## src/rtl/if_fetch_unit.sv

```systemverilog
// Instruction-fetch stage: owns the PC, drives a single-port imem with a
// same-cycle ready, delivers {PC+4, instruction} to IF/ID, parks a fetched
// word in a skid register while frozen, and redirects on a taken branch.
module if_fetch_unit #(
  parameter int unsigned          WORD_LEN = 32,
  parameter logic [WORD_LEN-1:0]  RESET_PC = '0
) (
  input  logic                clk,
  input  logic                rst,
  input  logic                freeze,
  input  logic                branch_taken,
  input  logic [WORD_LEN-1:0] branch_target,
  input  logic [WORD_LEN-1:0] imem_rdata,
  input  logic                imem_ready,
  output logic                imem_req,
  output logic [WORD_LEN-1:0] imem_addr,
  output logic [WORD_LEN-1:0] PC,
  output logic [WORD_LEN-1:0] instruction,
  output logic                inst_valid,
  output logic [31:0]         fetch_count
);

  typedef enum logic {REQ, HOLD} state_t;

  // IF/ID-facing bundle, built in one place so reset can squash it whole.
  typedef struct packed {
    logic                vld;
    logic [WORD_LEN-1:0] pc4;
    logic [WORD_LEN-1:0] inst;
  } fetch_rsp_t;

  state_t              state, state_nx;
  logic [WORD_LEN-1:0] pc_reg, pc_nx;
  logic [WORD_LEN-1:0] hold_reg, hold_nx;
  logic [WORD_LEN-1:0] next_pc;
  logic [31:0]         cnt_q;
  logic                cnt_en;
  logic                req;
  fetch_rsp_t          rsp;

  // Address comes straight from the register: freeze/branch only steer
  // what gets loaded, so they never reach imem_addr combinationally.
  assign imem_addr = pc_reg;
  assign next_pc   = pc_reg + WORD_LEN'(4);

  // Next-state and output decode; branch overrides freeze on the state update.
  always_comb begin
    state_nx = state;
    pc_nx    = pc_reg;
    hold_nx  = hold_reg;
    req      = 1'b0;
    rsp      = '0;
    unique case (state)
      REQ: begin
        req = 1'b1;
        if (imem_ready) begin
          rsp = '{vld: 1'b1, pc4: next_pc, inst: imem_rdata};
          if (!freeze) begin
            pc_nx = next_pc;
          end else begin
            hold_nx  = imem_rdata;
            state_nx = HOLD;
          end
        end
      end
      HOLD: begin
        rsp = '{vld: 1'b1, pc4: next_pc, inst: hold_reg};
        if (!freeze) begin
          pc_nx    = next_pc;
          state_nx = REQ;
        end
      end
      default: state_nx = REQ;
    endcase
    // Redirect: the current word is squashed by IF/ID flush, drop any skid.
    if (branch_taken) begin
      pc_nx    = branch_target;
      state_nx = REQ;
      hold_nx  = '0;
    end
  end

  // Outputs are forced quiet while reset is held.
  always_comb begin
    imem_req    = req & ~rst;
    inst_valid  = rsp.vld & ~rst;
    PC          = rst ? '0 : rsp.pc4;
    instruction = rst ? '0 : rsp.inst;
  end

  // A word counts only when IF/ID actually accepts it.
  assign cnt_en      = inst_valid & ~freeze & ~branch_taken;
  assign fetch_count = cnt_q;

  // State, PC, skid register and accepted-word counter.
  always_ff @(posedge clk) begin
    if (rst) begin
      state    <= REQ;
      pc_reg   <= RESET_PC;
      hold_reg <= '0;
      cnt_q    <= '0;
    end else begin
      state    <= state_nx;
      pc_reg   <= pc_nx;
      hold_reg <= hold_nx;
      if (cnt_en) cnt_q <= cnt_q + 32'd1;
    end
  end

endmodule

```

## config.mk

```make
export PLATFORM = sky130hd
export DESIGN_NAME = if_fetch_unit
export DESIGN_NICKNAME = d
export VERILOG_FILES = /design/src/rtl/if_fetch_unit.sv
export SDC_FILE = /design/constraint.sdc
export NUM_CORES = 1
export LEC_CHECK = 0
export ABC_AREA = 1
export CAP_MARGIN = 0
export CORE_ASPECT_RATIO = 1.1
export CORE_MARGIN = 5
export CORE_UTILIZATION = 27
export DETAILED_ROUTE_END_ITERATION = 10
export GPL_ROUTABILITY_DRIVEN = 0
export PLACE_DENSITY = 0.49
export SLEW_MARGIN = 10
export SYNTH_ARGS = -nofsm -noshare
export SYNTH_HDL_FRONTEND = slang
export SYNTH_SLANG_ARGS = --single-unit
```

## constraint.sdc

```tcl
create_clock -name clk -period 2.4 [get_ports clk]
set_clock_uncertainty 0.05 [all_clocks]
set_input_delay 0.72 -clock clk [delete_from_list [all_inputs] [get_ports clk]]
set_output_delay 0.72 -clock clk [all_outputs]
set_load 0.02 [all_outputs]
```

==> results of run 1 <==
power groups by stage:
stage               Combinational, mW  Clock (mW)  Sequential (mW)
floorplan                       0.306           0             1.78
global placement                0.845           0             1.74
detailed placement              0.843           0             1.74
CTS                             0.882        1.53             1.71
global route                    0.985        1.59             1.72
finish                          0.908        1.48             1.71
cell usage after synthesis:
cell / instances
nand2_1: 319
nor2_1: 187
dfxtp_1: 97
a21oi_1: 81
inv_1: 60
nand3_1: 46
o21ai_0: 39
a22oi_1: 22
clkbuf_1: 20
nor2_2: 15
xor2_1: 15
buf_2: 13
inv_2: 10
nand2_2: 8
and2_1: 7
nor2_4: 7
nor3_1: 6
a31oi_1: 5
buf_1: 5
a211oi_1: 3
o21bai_1: 3
xnor2_1: 3
buf_4: 2
ha_1: 2
nand3b_1: 2
nor3b_1: 2
a21oi_2: 1
and3_1: 1
nor3_4: 1
nor4_1: 1
o21ai_2: 1
metrics by stage:
step / setup WS (ns) / util (%)
after floorplan: -0.0653 / -
after global placement: -0.975 / 42.5
after detailed placement: -0.938 / 42.5
after CTS: -0.324 / 45.4
after global routing: -0.331 / 47.2
final: -0.246 / 47.2
critical path: stages (launching register included):
cell	delay, ns
dfxtp_2	0.36
ha_4	0.15
nand2_4	0.05
nor2_4	0.16
nand2_4	0.10
nor2_4	0.14
buf_12	0.13
xor2_4	0.16
and2_4	0.17
buf_6	0.11
logic make-up after synthesis:
logic type | Yosys count
fa+ha+maj | 2
simple gates | 602
xor+xnor | 18
compound gates | 155
buf+inv | 110
flops | 97
metal layers:
| metal | share of wire [%] | vias up |
|---|---|---|
| met3 | 6.3 | 20 |
| met2 | 50 | 167 |
| li1 | - | 3752 |
| met4 | 1.1 | 2 |
| met5 | 0.048 | - |
| met1 | 43 | 3343 |
path summary, 6_finish.rpt:
| check | start | endpoint | cells past startpoint |
|---|---|---|---|
| hold reg to reg | imem_addr[1]$_SDFFE_PP0P_ | imem_addr[1]$_SDFFE_PP0P_ | 2 |
| setup / recovery | imem_addr[2]$_SDFFE_PP0P_ | PC[12] | 9 |
| setup reg to reg | state$_SDFF_PP0_ | imem_addr[23]$_SDFFE_PP0P_ | 6 |
| hold / removal | imem_addr[1]$_SDFFE_PP0P_ | imem_addr[1]$_SDFFE_PP0P_ | 2 |
final cells by class:
| class | instances | area, sq um |
|---|---|---|
| fillers | 2238 | 11300 |
| well taps | 290 | 363 |
| inverters | 70 | 265 |
| flip-flops and latches | 97 | 2000 |
| multi-input cells | 777 | 4020 |
| repair buffers | 346 | 3180 |
| clock inverters | 6 | 62.6 |
| clock buffers | 9 | 225 |
what timing repair did:
item | in CTS | in global routing
hold endpoints to repair | 0 | 0
cloned | 2 | 1
buffers inserted | 19 | 7
gates resized for setup | 396 | 91
pin swaps | 49 | 34
endpoints found under the setup margin | 66 | 52
==> results.sh, run 1 <==
export IMPL_power_per_cell_area_nw_per_um2=405
export IMPL_hp_class="reg -> reg"
export IMPL_finalCriticalPeriod_ns=2.65
export IMPL_synth_top_area_share_pct=32.9
export IMPL_tns_ns=-4.11
export IMPL_grt_pass1_wl_um=38300
export IMPL_layout_drive_gt1_share_pct=29.1
export IMPL_ant_nets=0
export IMPL_worst_pin_slew_ns=0.682
export IMPL_clock_path_buffers=2
export IMPL_vias=7284
export IMPL_critical_path_arrival_ns=1.88
export IMPL_cp_end_kind="output pin"
export IMPL_drc_errors=0
export IMPL_yosys_area_share_xor_xnor_pct=2.67
export IMPL_clkLatencyLatePin_ns=0.36
export IMPL_wire_per_inst_um=15.6
export IMPL_layout_common_cells="292 x nand2_1, 158 x nor2_1, 146 x buf_4"
export IMPL_rows=56
export IMPL_synth_top_area_cell="dfxtp_1"
export IMPL_cts_tree="done"
export IMPL_use_met2_pct=33.9
export IMPL_p_clk_share_pct=36.2
export IMPL_grtUsageMet1_pct=24.5
export IMPL_htreeDepth=3
export IMPL_hold_viol=0
export IMPL_die_x_um=151
export IMPL_layout_setup_ws_ns=-0.246
export IMPL_synth_top_family_by_area="simple AND/OR/NAND/NOR gates"
export IMPL_grt_usage_pct=19.7
export IMPL_critPathLaunchType="flip-flop"
export IMPL_io_pin_count=199
export IMPL_final_common_cell="nand2_1"
export IMPL_holdBufCountCts=0
export IMPL_clkSinkCount=97
export IMPL_status="finished with violations"
export IMPL_slew_headroom_pct=54.5
export IMPL_antenna_found_initial=1
export IMPL_core_sq_um=21400
export IMPL_r2r_setup_slack_ns=0.48
export IMPL_seq_power_share_pct=41.6
export IMPL_placed_cell_area_sq_um=9110
export IMPL_start_util_pct=27.5
export IMPL_ir_drop_uv=317
export IMPL_final_cells=1595
export IMPL_rsz0062_at_grt="yes"
export IMPL_ys_ff_latch=97
export IMPL_die_area_sq_um=24900
export IMPL_fin_crit_sh_pct=110
export IMPL_first_iter_violations=450
export IMPL_seq_area_frac_synth_pct=32.9
export IMPL_grt_pass1_vias=7115
export IMPL_leakage_nw=4.07
export IMPL_finalNetCount=1372
export IMPL_ys_types=31
export IMPL_synthToLayoutAreaGrowth_pct=71.3
export IMPL_synthTopCellsByArea="dfxtp_1 33%, nand2_1 20%, nor2_1 12%, a21oi_1 6.9%, nand3_1 3.9%"
export IMPL_syn_nets=1055
export IMPL_grt_max_degree=40
export IMPL_final_max_slew_viol_count=0
export IMPL_crit_required_ns=1.63
export IMPL_yosys_area_share_adder_pct=0.424
export IMPL_p_total_mw=4.10
export IMPL_hpwl_um=18100
export IMPL_synth_compound_area_share_pct=14.6
export IMPL_dr_pass1_iters=6
export IMPL_via_per_inst=4.57
export IMPL_synth_area_sq_um=5910
export IMPL_violations="negative setup slack"
export IMPL_swShare_pct=31.0
export IMPL_syn_inst=984
export IMPL_cap_violations=0
export IMPL_combPwrFrac_pct=22.2
export IMPL_max_freq_mhz=378
export IMPL_clkTransAtPathRegs_ns=0.08
export IMPL_dp_cells=1552
export IMPL_p_sw_mw=1.27
export IMPL_met3_usage_pct=5.54
export IMPL_crit_path_max_fanout=3
export IMPL_avgSynthCellArea_sq_um=6.00
export IMPL_antennaDiodeCount=0
export IMPL_setup_viol=28
export IMPL_die_y_um=165
export IMPL_p_int_mw=2.83
export IMPL_crit_type="reg -> out"
export IMPL_stdcell_area_sq_um=10100
export IMPL_port_buffers=198
export IMPL_yosysWarnings=0
export IMPL_cts_root_buf="clkbuf_16"
export IMPL_muxShareOfSynthArea_pct=0
export IMPL_yosys_area_share_simple_pct=42.1
export IMPL_gr_total_overflow=0
export IMPL_busiest_layer="met2"
export IMPL_cts_buffers=9
export IMPL_fin_hold_ws_ns=0.433
export IMPL_finalWirelength_um=24900
(Power assumes the default switching activity.)
==> run 2, diff against run 1 <==
ABC_AREA = not set   (was 1)
CORE_UTILIZATION = 45   (was 27)
PLACE_DENSITY = 0.78   (was 0.49)
==> results.sh, run 2 <==
export IMPL_synth_top_area_cell="dfxtp_1"
export IMPL_first_iter_violations=522
export IMPL_tns_ns=-7.77
export IMPL_synth_edf_count=0
export IMPL_cp_end_kind="output pin"
export IMPL_leakage_nw=3.94
export IMPL_ys_ff_latch=97
export IMPL_crit_path_max_fanout=4
export IMPL_clkLatencyLatePin_ns=0.35
export IMPL_grt_usage_pct=25.3
export IMPL_finalNetCount=1136
export IMPL_gr_total_overflow=0
export IMPL_dp_cells=1177
export IMPL_slew_headroom_pct=69.2
export IMPL_syn_inst=770
export IMPL_max_freq_mhz=340
export IMPL_final_fill_count=828
export IMPL_yosysMostFrequentCell="nor2_1"
export IMPL_vias=6549
export IMPL_antenna_found_initial=2
export IMPL_rows=42
export IMPL_yosysWarnings=0
export IMPL_cts_root_buf="clkbuf_16"
export IMPL_critPathLaunchType="flip-flop"
export IMPL_drc_errors=0
export IMPL_grt_max_degree=51
export IMPL_cts_buffers=9
export IMPL_synthFlopType="dfxtp_1"
export IMPL_setup_viol=27
export IMPL_synthToLayoutAreaGrowth_pct=70.9
export IMPL_hold_viol=0
export IMPL_final_max_slew_viol_count=0
export IMPL_layout_common_cells="147 x buf_4, 125 x nor2_1, 120 x nand2_1"
export IMPL_hpwl_um=13200
export IMPL_power_per_cell_area_nw_per_um2=429
export IMPL_start_util_pct=45.7
export IMPL_violations="negative setup slack"
export IMPL_finalCriticalPeriod_ns=2.94
export IMPL_final_cells=1225
export IMPL_final_common_cell="buf_4"
export IMPL_critical_path_arrival_ns=2.17
export IMPL_syn_nets=841
export IMPL_synth_top_area_share_pct=35.4
export IMPL_rsz0062_at_grt="yes"
export IMPL_via_per_inst=5.35
export IMPL_cts_tree="done"
export IMPL_ys_types=41
export IMPL_hp_class="reg -> reg"
export IMPL_die_x_um=115
export IMPL_synthTopCellsByArea="dfxtp_1 35%, nor2_1 11%, xor2_1 9.9%, nand2_1 8.6%, a21oi_1 6.8%"
export IMPL_worst_pin_slew_ns=0.462
export IMPL_htreeDepth=3
export IMPL_avgSynthCellArea_sq_um=7.12
export IMPL_port_buffers=198
export IMPL_layout_drive_gt1_share_pct=30.9
export IMPL_synth_area_sq_um=5480
export IMPL_core_sq_um=12000
export IMPL_grt_pass1_vias=5964
export IMPL_cap_violations=0
export IMPL_die_area_sq_um=14500
export IMPL_clock_path_buffers=2
export IMPL_dr_pass1_iters=8
export IMPL_status="finished with violations"
export IMPL_clkTransAtPathRegs_ns=0.07
export IMPL_finalWirelength_um=20600
export IMPL_seq_area_frac_synth_pct=35.4
export IMPL_crit_type="reg -> out"
export IMPL_io_pin_count=199
export IMPL_die_y_um=126
export IMPL_ir_drop_uv=313
export IMPL_fin_crit_sh_pct=123
export IMPL_crit_required_ns=1.63
export IMPL_ant_nets=0
export IMPL_async_flop_share_pct=0
export IMPL_grt_pass1_wl_um=30000
export IMPL_layout_setup_ws_ns=-0.541
export IMPL_clkSinkCount=97
export IMPL_netlist_top_cells_count="166 x nor2_1, 126 x nand2_1, 97 x dfxtp_1, 74 x a21oi_1, 62 x xor2_1"
export IMPL_wire_per_inst_um=16.8
==> run 2: cell count changes after synthesis, sizes merged, moves of 22 or more <==
cell	delta
nand4	+29
a22oi	-22
inv	-61
xor2	+47
nor2	-43
nand2	-201
o21ai	-35
==> run 2: area by class of cell <==
type | instances | area [sq um] | area share [%]
repair buffers | 341 | 3230 | 34.5
clock buffers | 11 | 254 | 2.71
flip-flops and latches | 97 | 1980 | 21.2
inverters | 10 | 37.5 | 0.401
multi-input cells | 606 | 3630 | 38.8
well taps | 154 | 193 | 2.06
clock inverters | 4 | 25.0 | 0.267
diodes | 2 | 5.00 | 0.0534
==> run 2: what timing repair did <==
action / CTS / global route
resized for setup: 341 / 123
endpoints found under the setup margin: 108 / 71
gates cloned: 1 / 0
pin swaps: 14 / 57
buffers inserted: 20 / 12
hold buffers: 0 / 0
==> run 2: report_power, final <==
group | total (mW) | leakage (nW) | switching (mW) | internal [mW]
clock | 1.41 | 0.141 | 0.646 | 0.762
combinational | 0.907 | 3.00 | 0.465 | 0.442
sequential | 1.71 | 0.799 | 0.0485 | 1.66
total | 4.02 | 3.94 | 1.16 | 2.86
==> run 2: routing by layer <==
metal  wire (um)  global-route usage (%)  up-vias
met2        9980                    41.9      287
li1            -                       -     3161
met5           0                       0        -
met3        1770                    6.77       52
met1        8170                    31.5     3049
met4         693                    9.05        0
==> run 2: worst paths after layout <==
kind	start	to	slack (ns)	cells after the start
worst min register to register	hold_reg[22]$_SDFFE_PP0P_	hold_reg[22]$_SDFFE_PP0P_	0.40	2
worst max register to register	imem_addr[3]$_SDFFE_PP0P_	imem_addr[25]$_SDFFE_PP0P_	0.13	9
worst min-delay path	hold_reg[22]$_SDFFE_PP0P_	hold_reg[22]$_SDFFE_PP0P_	0.40	2
worst max-delay path	imem_addr[3]$_SDFFE_PP0P_	PC[29]	-0.54	8
==> run 2: kinds of logic (layout without fill, tap and decap cells) <==
family / count (synthesis) / after routing / synth area share (%)
AOI/OAI and AO/OA: 107 / 107 / 11.1
and+or+nand+nor: 410 / 410 / 34.0
muxes: 4 / 4 / 0.731
adders and majority gates: 2 / 2 / 0.457
DFF: 97 / 97 / 35.4
xor gates and xnor gates: 83 / 83 / 13.3
other: 0 / 2 / 0
buffers and inverters: 67 / 366 / 5.05
==> run 2: critical path, cell delays in order, from the launching register on <==
cell and delay (ns):
dfxtp_4 0.37, buf_6 0.09, nand4_1 0.27, nor3_2 0.33
buf_4 0.22, nand3_4 0.09, xnor2_2 0.17, nor2_2 0.14
buf_6 0.13
==> run 2: per-stage QoR <==
step	hold WS (ns)	power [mW]	util [%]	area (sq um)	worst slack (ns)
global placement	0.393	2.58	71.1	8520	-0.895
floorplan	0.386	2.15	-	5690	-0.0229
CTS	0.409	3.99	74.4	8920	-0.296
detailed placement	0.399	2.59	71.1	8520	-0.892
finish	0.405	4.02	78.2	9370	-0.541
global route	0.421	4.18	78.2	9370	-0.624
==> run 3, diff against run 2 <==
CAP_MARGIN = 20   (was 0)
CTS_BUF_LIST = sky130_fd_sc_hd__clkbuf_4   (was not set)
==> results.sh, run 3 (synthesized netlist as in run 2, its figures left out) <==
export IMPL_status="finished with violations"
export IMPL_violations="negative setup slack"
export IMPL_finalNetCount=1142
export IMPL_layout_common_cells="142 x buf_4, 117 x nand2_1, 105 x nor2_1"
export IMPL_finalWirelength_um=22000
export IMPL_holdPathStages=2
export IMPL_first_iter_violations=512
export IMPL_top_layer="met4"
export IMPL_hold_path_endpoint="hold_reg[8]$_SDFFE_PP0P_"
export IMPL_crit_required_ns=1.63
export IMPL_die_x_um=115
export IMPL_final_common_cell="buf_4"
export IMPL_cp_end_kind="output pin"
export IMPL_stdcell_area_sq_um=9660
export IMPL_start_util_pct=45.7
export IMPL_htreeDepth=3
export IMPL_critPathLaunchType="flip-flop"
export IMPL_grt_usage_pct=24.9
export IMPL_antenna_found_initial=1
export IMPL_hold_viol=0
export IMPL_placed_cell_area_sq_um=8520
export IMPL_port_buffers=198
export IMPL_dr_pass1_iters=5
export IMPL_io_pin_count=199
export IMPL_fin_util_pct=80.6
export IMPL_wl_met3_um=1910
export IMPL_clkTransAtPathRegs_ns=0.16
export IMPL_max_freq_mhz=344
export IMPL_via_per_inst=5.52
export IMPL_clock_path_buffers=2
export IMPL_timing_rr_end="imem_addr[16]$_SDFFE_PP0P_"
export IMPL_gr_total_overflow=0
export IMPL_reg2reg_depth=11
export IMPL_slew_headroom_pct=69.5
export IMPL_ant_nets=0
export IMPL_r2r_setup_slack_ns=0.27
export IMPL_regToRegStartpoint="imem_addr[3]$_SDFFE_PP0P_"
export IMPL_holdBufCountCts=0
export IMPL_p_total_mw=3.58
export IMPL_hp_class="reg -> reg"
export IMPL_cts_root_buf="clkbuf_4"
export IMPL_layout_setup_ws_ns=-0.510
export IMPL_hpwl_um=13200
export IMPL_fin_crit_sh_pct=121
export IMPL_power_per_cell_area_nw_per_um2=370
export IMPL_wire_per_inst_um=17.9
export IMPL_grt_max_degree=51
export IMPL_drc_errors=0
export IMPL_core_sq_um=12000
export IMPL_leakage_nw=4.33
export IMPL_grt_pass1_vias=5915
export IMPL_final_max_slew_viol_count=0
export IMPL_met2_length_um=10800
export IMPL_rsz0062_at_grt="yes"
export IMPL_rows=42
export IMPL_vias=6786
export IMPL_met1Wirelength_um=8530
export IMPL_synthToLayoutAreaGrowth_pct=76.3
export IMPL_die_area_sq_um=14500
export IMPL_worst_pin_slew_ns=0.458
export IMPL_holdCritStartpoint="hold_reg[8]$_SDFFE_PP0P_"
export IMPL_critical_path_arrival_ns=2.14
export IMPL_layout_drive_gt1_share_pct=35.8
export IMPL_cts_tree="done"
export IMPL_die_y_um=126
export IMPL_finalCriticalPeriod_ns=2.91
export IMPL_fin_hold_ws_ns=0.419
export IMPL_setup_viol=27
export IMPL_crit_type="reg -> out"
export IMPL_cap_violations=0
export IMPL_clkSinkCount=97
export IMPL_ir_drop_uv=308
export IMPL_grt_pass1_wl_um=29500
export IMPL_clkLatencyLatePin_ns=0.50
export IMPL_preCtsSetupSlack_ns=-0.892
export IMPL_cts_buffers=9
export IMPL_crit_path_max_fanout=4
-- run 3: cell count changes in the layout (fill, tap and decap cells not counted), moves of 5 or more --
cell             delta
a21oi_1            -19
a21oi_2            +19
buf_4               -5
clkbuf_4           +11
clkdlybuf4s50_1    -39
dlygate4sd2_1      +22
dlymetal6s2s_1     +16
nor2_1             -20
nor2_2              +5
nor2_4             +15
-- run 3: cell type report --
cell class	instances	area, sq um
Clock buffer	10	75.1
Clock inverter	5	55.1
Multi-Input combinational cell	606	3880
Sequential cell	97	1990
Antenna cell	1	2.50
Inverter	10	37.5
Tap cell	154	193
Timing Repair Buffer	347	3430
Fill cell	754	2320
-- run 3: worst max-delay path by stage --
| stage | from | end | cells past startpoint |
|---|---|---|---|
| 3_5_place_dp | imem_ready | instruction[21] | 7 |
| 6_report | imem_addr[3]$_SDFFE_PP0P_ | PC[24] | 9 |
| 3_3_place_gp | imem_ready | instruction[14] | 7 |
| 5_1_grt | imem_addr[3]$_SDFFE_PP0P_ | PC[25] | 9 |
| 4_1_cts | imem_addr[3]$_SDFFE_PP0P_ | PC[7] | 7 |
| 2_1_floorplan | imem_ready | instruction[7] | 6 |
-- run 3: timing repair --
action	in CTS	in global routing
setup endpoints to repair	102	82
resized for setup	366	219
buffers inserted	20	11
pin swaps	13	84
cloned	1	8
endpoints found under the hold margin	0	0
-- run 3: report_power, final --
part	internal, mW	total, mW	leakage, nW	switching (mW)
clock	0.325	0.924	0.0770	0.599
sequential	1.66	1.71	0.800	0.0530
combinational	0.443	0.939	3.45	0.495
total	2.43	3.58	4.33	1.15
-- run 3: critical path, stage by stage, from the launching register on --
cell and delay [ns]:
dfxtp_4 0.40, ha_4 0.14, nand3_4 0.09, nor4_4 0.13, buf_4 0.19, clkbuf_16 0.15
nand3_2 0.06, xor2_1 0.18, nor2_2 0.16, buf_6 0.14
-- run 3: stage by stage --
stage               setup TNS [ns]  cells
floorplan                   -0.476    770
global placement            -76.84   1177
detailed placement          -78.62   1177
CTS                          -9.75   1213
global route                -15.14   1230
finish                      -11.48   1230
-- run 3: metal layers --
metal / up-vias / global-route usage (%)
met5: - / 0
met4: 0 / 9.32
met3: 70 / 6.86
met2: 334 / 40.7
met1: 3207 / 31.1
li1: 3175 / -
